**config.mk**
```make
export PLATFORM = sky130hd
export DESIGN_NAME = bist_lfsr_tpg
export DESIGN_NICKNAME = d
export VERILOG_FILES = /design/src/rtl/bist_tpg_pkg.sv /design/src/rtl/bist_lfsr_core.sv /design/src/rtl/bist_lfsr_tpg.sv
export SDC_FILE = /design/constraint.sdc
export NUM_CORES = 1
export LEC_CHECK = 0
export BUFFER_PORTS_ARGS = -buffer_cell sky130_fd_sc_hd__buf_2
export CAP_MARGIN = 40
export CORE_UTILIZATION = 36
export CTS_CLUSTER_SIZE = 10
export DETAILED_ROUTE_END_ITERATION = 8
export PLACE_DENSITY = 0.59
export REMOVE_ABC_BUFFERS = 1
export SETUP_SLACK_MARGIN = 0.1
export SKIP_CTS_REPAIR_TIMING = 1
export SYNTH_ARGS = -nofsm -noshare
export SYNTH_HDL_FRONTEND = slang
export SYNTH_SLANG_ARGS = --single-unit
```
**constraint.sdc**
```tcl
create_clock -name clock -period 6.6 [get_ports clock]
set_input_delay 0.66 -clock clock [delete_from_list [all_inputs] [get_ports clock]]
set_output_delay 0.66 -clock clock [all_outputs]
set_load 0.005 [all_outputs]
```
**src/rtl/bist_tpg_pkg.sv**
```systemverilog
// -----------------------------------------------------------------------------
// bist_tpg_pkg
// Shared definitions for the BIST LFSR test-pattern generator:
//   - tpg_state_e   : run-control FSM states (IDLE / RUN / DONE)
//   - lfsr_vec_t    : width-agnostic LFSR vector (widths up to LFSR_MAX_W)
//   - POLY_Wn       : maximal-length Fibonacci tap masks for widths 3..16
//   - default_poly  : lookup of the above by width
//   - lfsr_next     : one Fibonacci step, with optional all-zero insertion
// Tap mask convention: bit i set means stage i+1 feeds the XOR.
// -----------------------------------------------------------------------------
package bist_tpg_pkg;

    typedef enum logic [1:0] {
        ST_IDLE = 2'd0,
        ST_RUN  = 2'd1,
        ST_DONE = 2'd2
    } tpg_state_e;

    localparam int unsigned LFSR_MAX_W = 32;
    typedef logic [LFSR_MAX_W-1:0] lfsr_vec_t;

    localparam lfsr_vec_t LFSR_ONE  = {{(LFSR_MAX_W-1){1'b0}}, 1'b1};
    localparam lfsr_vec_t LFSR_ZERO = {LFSR_MAX_W{1'b0}};

    localparam lfsr_vec_t POLY_W3  = 32'h0000_0006;
    localparam lfsr_vec_t POLY_W4  = 32'h0000_000C;
    localparam lfsr_vec_t POLY_W5  = 32'h0000_0014;
    localparam lfsr_vec_t POLY_W6  = 32'h0000_0030;
    localparam lfsr_vec_t POLY_W7  = 32'h0000_0060;
    localparam lfsr_vec_t POLY_W8  = 32'h0000_00B8;
    localparam lfsr_vec_t POLY_W9  = 32'h0000_0110;
    localparam lfsr_vec_t POLY_W10 = 32'h0000_0240;
    localparam lfsr_vec_t POLY_W11 = 32'h0000_0500;
    localparam lfsr_vec_t POLY_W12 = 32'h0000_0E08;
    localparam lfsr_vec_t POLY_W13 = 32'h0000_1C80;
    localparam lfsr_vec_t POLY_W14 = 32'h0000_3802;
    localparam lfsr_vec_t POLY_W15 = 32'h0000_6000;
    localparam lfsr_vec_t POLY_W16 = 32'h0000_D008;

    // Maximal-length tap mask for a given width; zero for unsupported widths.
    function automatic lfsr_vec_t default_poly(input int unsigned width);
        lfsr_vec_t poly;
        case (width)
            32'd3:   poly = POLY_W3;
            32'd4:   poly = POLY_W4;
            32'd5:   poly = POLY_W5;
            32'd6:   poly = POLY_W6;
            32'd7:   poly = POLY_W7;
            32'd8:   poly = POLY_W8;
            32'd9:   poly = POLY_W9;
            32'd10:  poly = POLY_W10;
            32'd11:  poly = POLY_W11;
            32'd12:  poly = POLY_W12;
            32'd13:  poly = POLY_W13;
            32'd14:  poly = POLY_W14;
            32'd15:  poly = POLY_W15;
            32'd16:  poly = POLY_W16;
            default: poly = LFSR_ZERO;
        endcase
        return poly;
    endfunction

    // One shift-left Fibonacci step on the low 'width' bits of 'state'.
    // In de Bruijn mode the feedback is inverted whenever the bits about to
    // remain (all but the MSB) are zero: this splices 0...0 in after 10...0
    // and leaves it again towards 0...01, giving a 2^width cycle.
    function automatic lfsr_vec_t lfsr_next(input lfsr_vec_t   state,
                                            input lfsr_vec_t   poly,
                                            input logic        zero_en,
                                            input int unsigned width);
        lfsr_vec_t low_mask;
        lfsr_vec_t full_mask;
        logic      low_zero;
        logic      fb;
        low_mask  = (LFSR_ONE << (width - 32'd1)) - LFSR_ONE;
        full_mask = (low_mask << 1) | LFSR_ONE;
        low_zero  = ((state & low_mask) == LFSR_ZERO);
        fb        = (^(state & poly)) ^ (zero_en & low_zero);
        return ((state << 1) | {{(LFSR_MAX_W-1){1'b0}}, fb}) & full_mask;
    endfunction

endpackage

```
**src/rtl/bist_lfsr_core.sv**
```systemverilog
// -----------------------------------------------------------------------------
// bist_lfsr_core
// LFSR state register plus step logic.
//   clock      : rising-edge clock
//   reset      : asynchronous active-low reset (state -> 0...01)
//   load       : load load_value this cycle (has priority over enable)
//   load_value : value to load
//   enable     : advance one LFSR step
//   zero_en    : de Bruijn mode for the step function
//   state      : current LFSR contents
// -----------------------------------------------------------------------------
module bist_lfsr_core
    import bist_tpg_pkg::*;
#(
    parameter int unsigned      WIDTH = 8,
    parameter logic [WIDTH-1:0] POLY  = 8'hB8
) (
    input  logic             clock,
    input  logic             reset,
    input  logic             load,
    input  logic [WIDTH-1:0] load_value,
    input  logic             enable,
    input  logic             zero_en,
    output logic [WIDTH-1:0] state
);

    localparam logic [WIDTH-1:0] STATE_ONE = {{(WIDTH-1){1'b0}}, 1'b1};

    logic [WIDTH-1:0] state_r;
    logic [WIDTH-1:0] next_s;

    assign next_s = WIDTH'(lfsr_next(lfsr_vec_t'(state_r), lfsr_vec_t'(POLY), zero_en, WIDTH));

    // LFSR state register: load wins over step, otherwise hold.
    always_ff @(posedge clock or negedge reset) begin
        if (!reset) begin
            state_r <= STATE_ONE;
        end else if (load) begin
            state_r <= load_value;
        end else if (enable) begin
            state_r <= next_s;
        end else begin
            state_r <= state_r;
        end
    end

    assign state = state_r;

endmodule

```
**src/rtl/bist_lfsr_tpg.sv**
```systemverilog
// -----------------------------------------------------------------------------
// bist_lfsr_tpg
// LFSR test-pattern generator with run control for the BIST datapath.
//   clock         : rising-edge clock
//   reset         : asynchronous active-low reset
//   start         : request a run (accepted in IDLE or DONE)
//   hold          : stall LFSR, counter and FSM while running
//   seed          : seed captured on an accepted start
//   num_patterns  : patterns per run, 0 = full period
//   zero_en       : de Bruijn mode, captured on an accepted start
//   data_out      : current test pattern
//   pattern_valid : data_out is a live pattern this cycle
//   busy          : run in progress
//   complete      : run finished (level, held in DONE)
//   seed_fix      : last start had a zero seed replaced by 0...01
// -----------------------------------------------------------------------------
module bist_lfsr_tpg
    import bist_tpg_pkg::*;
#(
    parameter int unsigned      WIDTH = 8,
    parameter logic [WIDTH-1:0] POLY  = 8'hB8,
    parameter int unsigned      CNT_W = WIDTH + 1
) (
    input  logic             clock,
    input  logic             reset,
    input  logic             start,
    input  logic             hold,
    input  logic [WIDTH-1:0] seed,
    input  logic [CNT_W-1:0] num_patterns,
    input  logic             zero_en,
    output logic [WIDTH-1:0] data_out,
    output logic             pattern_valid,
    output logic             busy,
    output logic             complete,
    output logic             seed_fix
);

    localparam logic [WIDTH-1:0] SEED_ONE    = {{(WIDTH-1){1'b0}}, 1'b1};
    localparam logic [WIDTH-1:0] SEED_ZERO   = {WIDTH{1'b0}};
    localparam logic [CNT_W-1:0] CNT_ONE     = {{(CNT_W-1){1'b0}}, 1'b1};
    localparam logic [CNT_W-1:0] CNT_ZERO    = {CNT_W{1'b0}};
    localparam logic [CNT_W-1:0] TARGET_FULL = CNT_ONE << WIDTH;
    localparam logic [CNT_W-1:0] TARGET_NZ   = TARGET_FULL - CNT_ONE;

    tpg_state_e       state_r;
    tpg_state_e       state_next_s;
    logic [CNT_W-1:0] count_r;
    logic [CNT_W-1:0] target_r;
    logic [CNT_W-1:0] target_s;
    logic             mode_r;
    logic             seed_fix_r;
    logic             busy_r;
    logic             complete_r;
    logic             accept_s;
    logic             step_s;
    logic             last_s;
    logic             seed_zero_s;
    logic [WIDTH-1:0] load_value_s;

    assign accept_s    = start && (state_r != ST_RUN);
    assign step_s      = (state_r == ST_RUN) && !hold;
    assign last_s      = (count_r == (target_r - CNT_ONE));
    assign seed_zero_s = (seed == SEED_ZERO) && !zero_en;

    // Start-time decode: seed substitution and run length.
    always_comb begin
        load_value_s = seed;
        target_s     = num_patterns;
        if (seed_zero_s) begin
            load_value_s = SEED_ONE;
        end else begin
            load_value_s = seed;
        end
        if (num_patterns != CNT_ZERO) begin
            target_s = num_patterns;
        end else if (zero_en) begin
            target_s = TARGET_FULL;
        end else begin
            target_s = TARGET_NZ;
        end
    end

    // Next-state logic for the run-control FSM.
    always_comb begin
        state_next_s = state_r;
        case (state_r)
            ST_IDLE, ST_DONE: begin
                if (start) begin
                    state_next_s = ST_RUN;
                end else begin
                    state_next_s = state_r;
                end
            end
            ST_RUN: begin
                if (step_s && last_s) begin
                    state_next_s = ST_DONE;
                end else begin
                    state_next_s = ST_RUN;
                end
            end
            default: state_next_s = ST_IDLE;
        endcase
    end

    // FSM state register with registered busy/complete decodes.
    always_ff @(posedge clock or negedge reset) begin
        if (!reset) begin
            state_r    <= ST_IDLE;
            busy_r     <= 1'b0;
            complete_r <= 1'b0;
        end else begin
            state_r    <= state_next_s;
            busy_r     <= (state_next_s == ST_RUN);
            complete_r <= (state_next_s == ST_DONE);
        end
    end

    // Run parameters captured on an accepted start; pattern counter.
    always_ff @(posedge clock or negedge reset) begin
        if (!reset) begin
            count_r    <= CNT_ZERO;
            target_r   <= CNT_ZERO;
            mode_r     <= 1'b0;
            seed_fix_r <= 1'b0;
        end else if (accept_s) begin
            count_r    <= CNT_ZERO;
            target_r   <= target_s;
            mode_r     <= zero_en;
            seed_fix_r <= seed_zero_s;
        end else if (step_s) begin
            count_r    <= count_r + CNT_ONE;
            target_r   <= target_r;
            mode_r     <= mode_r;
            seed_fix_r <= seed_fix_r;
        end else begin
            count_r    <= count_r;
            target_r   <= target_r;
            mode_r     <= mode_r;
            seed_fix_r <= seed_fix_r;
        end
    end

    // The final pattern is not stepped past, so DONE keeps showing it.
    bist_lfsr_core #(
        .WIDTH (WIDTH),
        .POLY  (POLY)
    ) u_core (
        .clock      (clock),
        .reset      (reset),
        .load       (accept_s),
        .load_value (load_value_s),
        .enable     (step_s && !last_s),
        .zero_en    (mode_r),
        .state      (data_out)
    );

    assign pattern_valid = busy_r && !hold;
    assign busy          = busy_r;
    assign complete      = complete_r;
    assign seed_fix      = seed_fix_r;

endmodule

```
==> flow_metrics.env <==
export IMPL_status="complete, no violations"
export IMPL_setup_viol_count_final=0
export IMPL_dieArea_um2=5320
export IMPL_synth_mux_area_share_pct=0
export IMPL_die_h_um=73.0
export IMPL_yosys_area_top_type="dfrtp_1"
export IMPL_synthAdderAreaFrac_pct=2.07
export IMPL_yosysMostFrequentCell="dfrtp_1"
export IMPL_antenna_cells=0
export IMPL_syn_cell_area_um2=1810
export IMPL_hold_class="in2async"
export IMPL_yosys_warnings=0
export IMPL_antenna_left=0
export IMPL_synth_compound_area_share_pct=16.7
export IMPL_clk_pin_slew_ns=0.06
export IMPL_synthXorXnorAreaFrac_pct=9.18
export IMPL_yosysUniqueCellTypes=46
export IMPL_drive_above_1_share_pct=22.4
export IMPL_synth_cells=191
export IMPL_yosys_area_share_simple_pct=24.4
export IMPL_yosysSeqAreaShare_pct=44.2
export IMPL_start_kind="flop"
export IMPL_grt_max_degree=33
export IMPL_grt_pass1_wl_um=6960
export IMPL_grt_pass1_vias=1506
export IMPL_crit_family="compound AO/OA/AOI/OAI gates"
export IMPL_synth_top_family_by_area="simple AND/OR/NAND/NOR gates"
export IMPL_clock_skew_ns=0.00327
export IMPL_seq_area_um2=802
export IMPL_clock_latency_ns=0.28
export IMPL_synth_top_flop_cell="dfrtp_1"
export IMPL_leakagePower_nw=0.926
export IMPL_fin_crit_ns=2.39
export IMPL_root_buffer="clkbuf_8"
export IMPL_dpl_cell_area_um2=2030
export IMPL_synth_top_area_share_pct=42.8
export IMPL_routedWlPerCell_um=14.2
export IMPL_reg2reg_depth=8
export IMPL_start_util_pct=37.9
export IMPL_antenna_found_initial=0
export IMPL_slowest_delay_ns=0.60
export IMPL_final_setup_tns_ns=0
export IMPL_r2r_end="u_core.state[3]"
export IMPL_synthTopCellsByCount="31 x dfrtp_1, 18 x nor2_1, 14 x nand2_1"
export IMPL_synth_edf_count=0
export IMPL_worstMarginPinSlew_ns=0.901
export IMPL_firstDrtPassIters=4
export IMPL_place_hpwl_um=3060
export IMPL_crit_chain="inv_1 > ha_1 > nor4b_2 > xor2_1 > nand4_1 > a2111o_1 > o211ai_1 > nand3_1"
export IMPL_slew_violations=0
export IMPL_n_fill_cell=492
export IMPL_gp_congestion=0.722
export IMPL_slowest_stage="a2111o_1"
export IMPL_numCtsBuffers=5
export IMPL_critPathArrivalTime_ns=2.55
export IMPL_cp_end_kind="flop"
export IMPL_drtIter0Drc=106
export IMPL_die_x_um=73.0
export IMPL_htree_levels=2
export IMPL_path_buf_inv=1
export IMPL_port_buffers=33
export IMPL_multiInputGateArea_um2=950
export IMPL_grt_use_total_pct=17.6
export IMPL_r2r_start="target_r[0]"
export IMPL_totalWireLength_um=4110
export IMPL_ys_seq_elements=32
export IMPL_crit_type="reg2reg"
export IMPL_clkSinkCount=32
export IMPL_overflow=0
export IMPL_power_uw=896
export IMPL_period_share_pct=36.3
export IMPL_syn_area_per_cell_um2=9.49
export IMPL_required_ns=6.76
export IMPL_relSlewSlack_pct=39.7
export IMPL_drv_cap=0
export IMPL_area_growth_pct=17.3
export IMPL_rows=25
export IMPL_r2r_setup_slack_ns=4.21
export IMPL_cts_buffer_depth=2
export IMPL_cts_tree="built"
export IMPL_core_area_um2=4790
export IMPL_clock_fmax_mhz=418
export IMPL_post_route_cell_area_um2=2130
export IMPL_synth_area_leaders="dfrtp_1 43%, xor2_1 4.8%, xnor2_1 4.3%"
export IMPL_nets=248
export IMPL_rsz0062_at_grt="no"
export IMPL_path_max_fanout=10
export IMPL_synth_async_reset_ratio_pct=100
export IMPL_hold_violations=0
export IMPL_vias=1507
export IMPL_cellPowerDensity_nw_per_um2=421
export IMPL_drc=0
export IMPL_io_pin_count=34
export IMPL_viasPerCell=5.20
export IMPL_vdd_drop_max_v=0.000117
[layout by cell type (no fill, tap or decap), types with 3 or more instances in the layout]
cell      count
nand4_1       9
a21oi_1       5
xnor2_1       9
o211ai_1      7
nand2b_1      4
nand3_1      13
dfrtp_1      31
clkbuf_8      7
nand2_1      14
buf_2        33
o21ai_0       8
nor4_1        4
xor2_1       10
ha_1          3
nor2_1       18
inv_1         8
nor3_1        3
o22a_1        5
[worst max-delay path by stage]
stage                           start               to  slack (ns)  depth (start not counted)
after floorplan           target_r[0]  u_core.state[1]        4.49                          8
after global placement    target_r[0]  u_core.state[3]        4.22                          8
after detailed placement  target_r[0]  u_core.state[3]        4.21                          8
after CTS                 target_r[0]  u_core.state[3]        4.18                          8
after global routing      target_r[0]  u_core.state[3]        3.98                          8
final                     target_r[0]  u_core.state[3]        4.21                          8
[metrics by stage]
| step | setup slack, ns | util [%] | hold slack [ns] | std cells |
|---|---|---|---|---|
| 2_1_floorplan | 4.49 | - | 0.364 | 183 |
| 3_3_place_gp | 4.22 | 42.4 | 0.474 | 283 |
| 3_5_place_dp | 4.21 | 42.4 | 0.484 | 283 |
| 4_1_cts | 4.18 | 44.4 | 0.459 | 290 |
| 5_1_grt | 3.98 | 44.4 | 0.501 | 290 |
| 6_report | 4.21 | 44.4 | 0.426 | 290 |
[routing by layer]
metal	GRT usage [%]	vias to the layer above	routed length, um
met2	28.5	20	1950
met1	22.9	725	1990
met5	0	-	0
li1	-	756	-
met4	5.23	0	42
met3	5.11	6	130
[cells by family (layout without fill, tap and decap cells)]
family / Yosys count / in the layout
xor+xnor: 19 / 19
compound gates: 41 / 41
simple gates: 80 / 80
fa+ha+maj: 3 / 3
buf+inv: 16 / 48
flops: 32 / 32
[power by group]
| group | internal, mW | leakage, nW | switching, mW | total [mW] |
|---|---|---|---|---|
| clock | 0.0928 | 0.0503 | 0.0710 | 0.164 |
| sequential | 0.273 | 0.392 | 0.0942 | 0.367 |
| combinational | 0.166 | 0.483 | 0.198 | 0.364 |
[flip-flops by register name, indices dropped and copies added, names as in the netlist]
name,flops
seed_fix,1
u_core.state,8
complete,1
busy,1
target_r,9
count_r,9
state_r,2
mode_r,1
[final cells by class]
| cell class | count | area share [%] |
|---|---|---|
| multi-input combinational | 143 | 44.6 |
| inverter | 8 | 1.41 |
| sequential | 32 | 37.7 |
| timing repair buffer | 33 | 7.76 |
| clock buffer | 7 | 4.53 |
| tap | 67 | 3.94 |
[worst register-to-register path, stage by stage (launching register included)]
cell and delay, ns:
dfrtp_1 0.42, inv_1 0.09, ha_1 0.21, nor4b_2 0.30, xor2_1 0.18, nand4_1 0.14, a2111o_1 0.60, o211ai_1 0.23
nand3_1 0.10
(Power assumes the default switching activity.)
